`src/rtl/bcd2bin_seq_pkg.sv`:
```
// Shared definitions for the BCD-to-binary converter: FSM encoding, digit limit
// and elaboration-time width helpers.
package bcd2bin_seq_pkg;

  typedef enum logic [1:0] {
    ST_IDLE = 2'd0,
    ST_CONV = 2'd1,
    ST_DONE = 2'd2
  } state_t;

  localparam logic [3:0] BCD_MAX = 4'd9;

  // Smallest output width that holds 10^n - 1.
  function automatic int min_bin_w(input int n);
    longint p;
    p = 1;
    for (int i = 0; i < n; i++) p = p * 10;
    return $clog2(p);
  endfunction

  function automatic int cnt_width(input int n);
    return (n > 1) ? $clog2(n) : 1;
  endfunction

endpackage

```
`src/rtl/bcd2bin_seq.sv`:
```
// Sequential BCD-to-binary converter: one digit per clock, MSD first,
// acc = acc*10 + d, with illegal-digit (>9) detection.
module bcd2bin_seq
  import bcd2bin_seq_pkg::*;
#(
  parameter int NDIGITS = 3,
  parameter int BIN_W   = 10
) (
  input  logic                   clk,
  input  logic                   reset,
  input  logic                   start,
  input  logic [4*NDIGITS-1:0]   bcd_in,
  output logic                   ready,
  output logic                   done_tick,
  output logic [BIN_W-1:0]       bin,
  output logic                   err,
  output state_t                 dbg_state
);

  localparam int SW    = 4 * NDIGITS;
  localparam int EW    = BIN_W + 4;
  localparam int CNT_W = cnt_width(NDIGITS);

  if (NDIGITS < 1 || NDIGITS > 6) begin : g_bad_ndigits
    $error("bcd2bin_seq: NDIGITS must be in 1..6");
  end
  if (BIN_W < min_bin_w(NDIGITS)) begin : g_bad_bin_w
    $error("bcd2bin_seq: BIN_W too narrow for NDIGITS");
  end

  state_t             state, state_nxt;
  logic [SW-1:0]      sreg, sreg_nxt;
  logic [BIN_W-1:0]   acc, acc_nxt;
  logic [CNT_W-1:0]   cnt, cnt_nxt;
  logic               err_acc, err_acc_nxt;
  logic [BIN_W-1:0]   bin_nxt;
  logic               err_nxt;
  logic [3:0]         d;
  logic [EW-1:0]      acc_ext, mul;

  // Handshake: start is honoured only in a cycle where ready=1 (IDLE); it is
  // dropped otherwise. done_tick pulses for one cycle and bin/err are valid from
  // that cycle until the next done_tick.
  always_ff @(posedge clk) begin
    if (reset) begin
      state   <= ST_IDLE;
      sreg    <= '0;
      acc     <= '0;
      cnt     <= '0;
      err_acc <= 1'b0;
      bin     <= '0;
      err     <= 1'b0;
    end else begin
      state   <= state_nxt;
      sreg    <= sreg_nxt;
      acc     <= acc_nxt;
      cnt     <= cnt_nxt;
      err_acc <= err_acc_nxt;
      bin     <= bin_nxt;
      err     <= err_nxt;
    end
  end

  always_comb begin
    state_nxt   = state;
    sreg_nxt    = sreg;
    acc_nxt     = acc;
    cnt_nxt     = cnt;
    err_acc_nxt = err_acc;
    bin_nxt     = bin;
    err_nxt     = err;
    ready       = 1'b0;
    done_tick   = 1'b0;
    d           = sreg[SW-1 -: 4];
    acc_ext     = {4'b0000, acc};
    mul         = (acc_ext << 3) + (acc_ext << 1) + EW'(d);

    case (state)
      ST_IDLE: begin
        ready = 1'b1;
        if (start) begin
          sreg_nxt    = bcd_in;
          acc_nxt     = '0;
          cnt_nxt     = CNT_W'(NDIGITS - 1);
          err_acc_nxt = 1'b0;
          state_nxt   = ST_CONV;
        end
      end
      ST_CONV: begin
        acc_nxt     = mul[BIN_W-1:0];
        sreg_nxt    = sreg << 4;
        err_acc_nxt = err_acc | (d > BCD_MAX);
        if (cnt == '0) begin
          // Publish on the edge entering DONE so bin/err line up with done_tick.
          state_nxt = ST_DONE;
          bin_nxt   = err_acc_nxt ? '0 : acc_nxt;
          err_nxt   = err_acc_nxt;
        end else begin
          cnt_nxt = cnt - 1'b1;
        end
      end
      ST_DONE: begin
        done_tick = 1'b1;
        state_nxt = ST_IDLE;
      end
      default: state_nxt = ST_IDLE;
    endcase
  end

  assign dbg_state = state;

endmodule
```
`config.mk`:
```
export PLATFORM = sky130hd
export DESIGN_NAME = bcd2bin_seq
export DESIGN_NICKNAME = d
export VERILOG_FILES = /design/src/rtl/bcd2bin_seq_pkg.sv /design/src/rtl/bcd2bin_seq.sv
export SDC_FILE = /design/constraint.sdc
export NUM_CORES = 1
export LEC_CHECK = 0
export ABC_AREA = 1
export BUFFER_PORTS_ARGS = -buffer_cell sky130_fd_sc_hd__clkbuf_2
export CORE_AREA = 2 2 66 68
export CTS_CLUSTER_SIZE = 40
export DETAILED_ROUTE_END_ITERATION = 8
export DIE_AREA = 0 0 68 70
export HOLD_SLACK_MARGIN = 0.03
export PLACE_DENSITY = 0.79
export SLEW_MARGIN = 25
export SYNTH_ARGS = -nofsm -noshare
export SYNTH_HDL_FRONTEND = slang
export SYNTH_SLANG_ARGS = --single-unit
```
`constraint.sdc`:
```
create_clock -name clk -period 1.9 [get_ports clk]
set_input_delay 0 -clock clk [delete_from_list [all_inputs] [get_ports clk]]
set_output_delay 0 -clock clk [all_outputs]
set_load 0.01 [all_outputs]
```
==> impl_metrics.prom <==
# TYPE chip_impl_metric gauge
chip_impl_info{name="status",value="complete, but fails checks"} 1
chip_impl_info{name="violations",value="negative setup slack"} 1
chip_impl_metric{name="fin_crit",unit="ns"} 1.93
chip_impl_metric{name="drt.antenna.violating_nets",unit=""} 0
chip_impl_info{name="most-common-layout-cells",value="sky130_fd_sc_hd__nand2_1, sky130_fd_sc_hd__dfxtp_1, sky130_fd_sc_hd__a21oi_1, sky130_fd_sc_hd__clkbuf_2, sky130_fd_sc_hd__inv_1"} 1
chip_impl_metric{name="numClockSinks",unit=""} 37
chip_impl_metric{name="grt_first_pass_wirelength",unit="um"} 7340
chip_impl_metric{name="synth_cell_types",unit=""} 29
chip_impl_metric{name="fraction_of_layout_instances_using_a_drive_strength_above_1",unit=""} 0.261
chip_impl_metric{name="grt_antenna_before_repair",unit=""} 0
chip_impl_info{name="r2r_start",value="sreg[11]"} 1
chip_impl_metric{name="mean_cell_area_of_the_mapped_netlist",unit="um2"} 7.38
chip_impl_metric{name="finalWeightedCongestion",unit=""} 0.863
chip_impl_metric{name="syn_inst",unit=""} 259
chip_impl_metric{name="cp.required",unit="ns"} 2.13
chip_impl_metric{name="fp.coreArea",unit="mm2"} 0.00414
chip_impl_metric{name="post_cts_clock_slew_at_the_launch_and_capture_registers_of_the_worst_setup_and_hold_paths",unit="ns"} 0.07
chip_impl_metric{name="transition_time_at_the_pin_with_the_least_slew_margin",unit="ns"} 0.295
chip_impl_info{name="final_common_cell",value="sky130_fd_sc_hd__nand2_1"} 1
chip_impl_metric{name="cts_made_buffers",unit=""} 5
chip_impl_metric{name="route.detailed.vias_per_inst",unit=""} 5.02
chip_impl_metric{name="ioPinCount",unit=""} 30
chip_impl_metric{name="report.final.slew_viol_count",unit=""} 0
chip_impl_metric{name="detail_route.drc_violations",unit=""} 0
chip_impl_metric{name="gr-total-overflow",unit=""} 0
chip_impl_metric{name="power.leakage",unit="nW"} 1.15
chip_impl_metric{name="worst_vdd_rail_ir_drop",unit="uV"} 657
chip_impl_metric{name="die_area",unit="mm2"} 0.00476
chip_impl_info{name="cp_top_family",value="adder cells"} 1
chip_impl_metric{name="cts.repair_timing.setup_buffer_count",unit=""} 0
chip_impl_metric{name="critPathArrivalTime",unit="ns"} 2.16
chip_impl_info{name="crit_path_cell_trace",value="inv_2, fa_2, inv_2, ha_4, nand2_1, nand2_2, nand3b_1, nand3b_1, nand3_2, a21oi_1"} 1
chip_impl_metric{name="netlist_area",unit="mm2"} 0.00191
chip_impl_metric{name="timing.final.ws_setup",unit="ns"} -0.0258
chip_impl_metric{name="post_drt_wl_per_cell",unit="um"} 12.5
chip_impl_metric{name="initialDrtViolationCount",unit=""} 112
chip_impl_metric{name="detailedRoute.firstPassIterationCount",unit=""} 4
chip_impl_metric{name="seq_area_frac_synth",unit=""} 0.387
chip_impl_metric{name="finalWirelength",unit="um"} 4510
chip_impl_metric{name="timing.slew.headroom",unit=""} 0.803
chip_impl_metric{name="critPathBufInv",unit=""} 2
chip_impl_info{name="cts_root_buf",value="sky130_fd_sc_hd__clkbuf_8"} 1
chip_impl_metric{name="worst_r2r_path_depth",unit=""} 10
chip_impl_metric{name="clk_latency",unit="ns"} 0.30
chip_impl_metric{name="ys_ff_latch",unit=""} 37
chip_impl_info{name="tritoncts",value="done"} 1
chip_impl_metric{name="die-width",unit="um"} 68
chip_impl_info{name="startpoint_of_the_most_critical_setup_path",value="sreg[11]"} 1
chip_impl_metric{name="grt_pass1_vias",unit=""} 1688
chip_impl_metric{name="nNetsFinal",unit=""} 341
chip_impl_metric{name="cp_max_fo",unit=""} 3
chip_impl_metric{name="setup_viol",unit=""} 2
chip_impl_metric{name="final_min_period_over_clock_period",unit=""} 1.01
chip_impl_metric{name="start_util",unit=""} 0.461
chip_impl_metric{name="area_delta_synth_final",unit="%"} 29.8
chip_impl_metric{name="hold-worst-slack",unit="ns"} 0.0707
chip_impl_info{name="cp_endpoint",value="bin[7]"} 1
chip_impl_metric{name="num-fill-cells",unit=""} 351
chip_impl_metric{name="io_buffers",unit=""} 29
chip_impl_metric{name="synth_nets",unit=""} 291
chip_impl_metric{name="timing.max_cap.violations",unit=""} 0
chip_impl_info{name="worstSetupEndpointType",value="register"} 1
chip_impl_metric{name="power.density_cell_area",unit="mW/mm2"} 750
chip_impl_metric{name="overall_die_height",unit="um"} 70
chip_impl_metric{name="grt_max_degree",unit=""} 20
chip_impl_metric{name="num_antenna_cells",unit=""} 0
chip_impl_metric{name="cts_htree_levels",unit=""} 2
chip_impl_info{name="timing.hold.worst.class",value="in -> reg"} 1
chip_impl_info{name="crit_type",value="reg -> reg"} 1
chip_impl_info{name="r2r_end",value="bin[7]"} 1
chip_impl_metric{name="final_hold_violation_count",unit=""} 0
chip_impl_info{name="unrepaired_setup_endpoints_after_global_routing",value="yes"} 1
chip_impl_metric{name="path_depth",unit=""} 10
chip_impl_metric{name="placementRows",unit=""} 24
chip_impl_metric{name="reg2reg_setup_slack",unit="ns"} -0.03
chip_impl_metric{name="vias",unit=""} 1817
chip_impl_info{name="crit_slowest_cell",value="sky130_fd_sc_hd__fa_2"} 1
chip_impl_metric{name="grt.total_usage",unit=""} 0.205
chip_impl_metric{name="critical-path-max-stage-delay",unit="ns"} 0.59
chip_impl_metric{name="max_freq",unit="MHz"} 519
chip_impl_metric{name="place_area",unit="mm2"} 0.00215
chip_impl_info{name="setup.worst_path.start_class",value="register"} 1
chip_impl_metric{name="finClkSkew",unit="ns"} 0.00274
chip_impl_metric{name="cts_buffer_depth",unit=""} 2
chip_impl_metric{name="finish.instance_area",unit="mm2"} 0.00248
chip_impl_metric{name="hpwl",unit="um"} 3100
chip_impl_metric{name="synth-warning-count",unit=""} 0
[worst min path at each step]
stage	from	to	cells past startpoint
floorplan	reset	cnt[1]	1
global placement	bcd_in[1]	sreg[1]	3
detailed placement	bcd_in[3]	sreg[3]	3
CTS	reset	acc[2]	2
global route	reset	sreg[5]	2
finish	reset	acc[2]	2
[cells by family after synthesis]
logic type               after synthesis  share of synthesized area
adder cells (fa/ha/maj)               17                      0.119
AND/OR/NAND/NOR                      119                      0.272
XOR/XNOR                               3                     0.0137
AO/OA/AOI/OAI                         45                      0.125
buffers and inverters                 38                     0.0831
flip-flops                            37                      0.387
[cell usage after synthesis]
library cell               instances  area [um2]
sky130_fd_sc_hd__or2_2             1        6.26
sky130_fd_sc_hd__o22ai_1           1        6.26
sky130_fd_sc_hd__nand4_1           1        6.26
sky130_fd_sc_hd__buf_6             1        11.3
sky130_fd_sc_hd__a22oi_1           3        22.5
sky130_fd_sc_hd__nor3b_4           1        18.8
sky130_fd_sc_hd__nand3_1          13        65.1
sky130_fd_sc_hd__buf_4             1        7.51
sky130_fd_sc_hd__nor2_4            2        22.5
sky130_fd_sc_hd__inv_4             1        6.26
sky130_fd_sc_hd__nand2_1          75         282
sky130_fd_sc_hd__xor2_1            1        8.76
sky130_fd_sc_hd__buf_2             2        10.0
sky130_fd_sc_hd__nor2_1           19        71.3
sky130_fd_sc_hd__xnor2_1           2        17.5
sky130_fd_sc_hd__o21ai_1           3        15.0
sky130_fd_sc_hd__clkbuf_1          3        11.3
sky130_fd_sc_hd__ha_1             15         188
sky130_fd_sc_hd__dfxtp_1          37         741
sky130_fd_sc_hd__inv_2             1        3.75
sky130_fd_sc_hd__nand2_2           2        12.5
sky130_fd_sc_hd__nor2_2            2        12.5
sky130_fd_sc_hd__inv_1            29         109
sky130_fd_sc_hd__nand3b_1          3        22.5
sky130_fd_sc_hd__fa_1              2        40.0
sky130_fd_sc_hd__a221oi_1          1        8.76
sky130_fd_sc_hd__o21ai_0           5        25.0
sky130_fd_sc_hd__a21oi_1          31         155
sky130_fd_sc_hd__a31oi_1           1        6.26
[state kept, by name, indices dropped and copies added, names as in the netlist]
signal     flops
cnt            2
err_acc        1
err            1
dbg_state      2
bin           10
sreg          12
acc            9
[metrics by stage]
step / utilization / setup TNS, ns / total power, mW / std cells / worst slack, ns
detailed placement: 0.519 / -0.322 / 1.13 / 342 / -0.0654
CTS: 0.581 / -0.0366 / 1.85 / 362 / -0.0218
global route: 0.599 / -0.710 / 1.94 / 362 / -0.125
finish: 0.599 / -0.0410 / 1.86 / 362 / -0.0258
global placement: 0.519 / -0.104 / 1.12 / 342 / -0.0431
floorplan: - / 0 / 1.04 / 259 / 0.0467
[power by group]
part           total [mW]  switching [mW]  internal [mW]
Clock               0.716           0.288          0.428
Sequential          0.841          0.0262          0.815
Combinational       0.304           0.177          0.128
[timing repair]
action / CTS / global route
pin swaps: 10 / 18
resized for setup: 8 / 18
endpoints found under the setup margin: 8 / 10
hold buffers: 12 / 0
hold endpoints to repair: 12 / 0
[routing by layer]
metal / GRT usage / up-vias / wire length, um
met5: 0 / - / 0
met4: 0.0711 / 0 / 57
met3: 0.0499 / 8 / 195
met2: 0.362 / 50 / 2440
met1: 0.232 / 828 / 1820
li1: - / 931 / -
[layout make-up]
| class | instances | area, um2 | area share |
|---|---|---|---|
| well taps | 52 | 65.1 | 0.0262 |
| clock buffers | 7 | 86.3 | 0.0348 |
| inverters | 31 | 119 | 0.0479 |
| multi-input cells | 184 | 1100 | 0.444 |
| repair buffers | 50 | 333 | 0.134 |
| clock inverters | 1 | 30.0 | 0.0121 |
| flip-flops and latches | 37 | 747 | 0.301 |
Note: power is estimated with default switching activity, not from simulation.
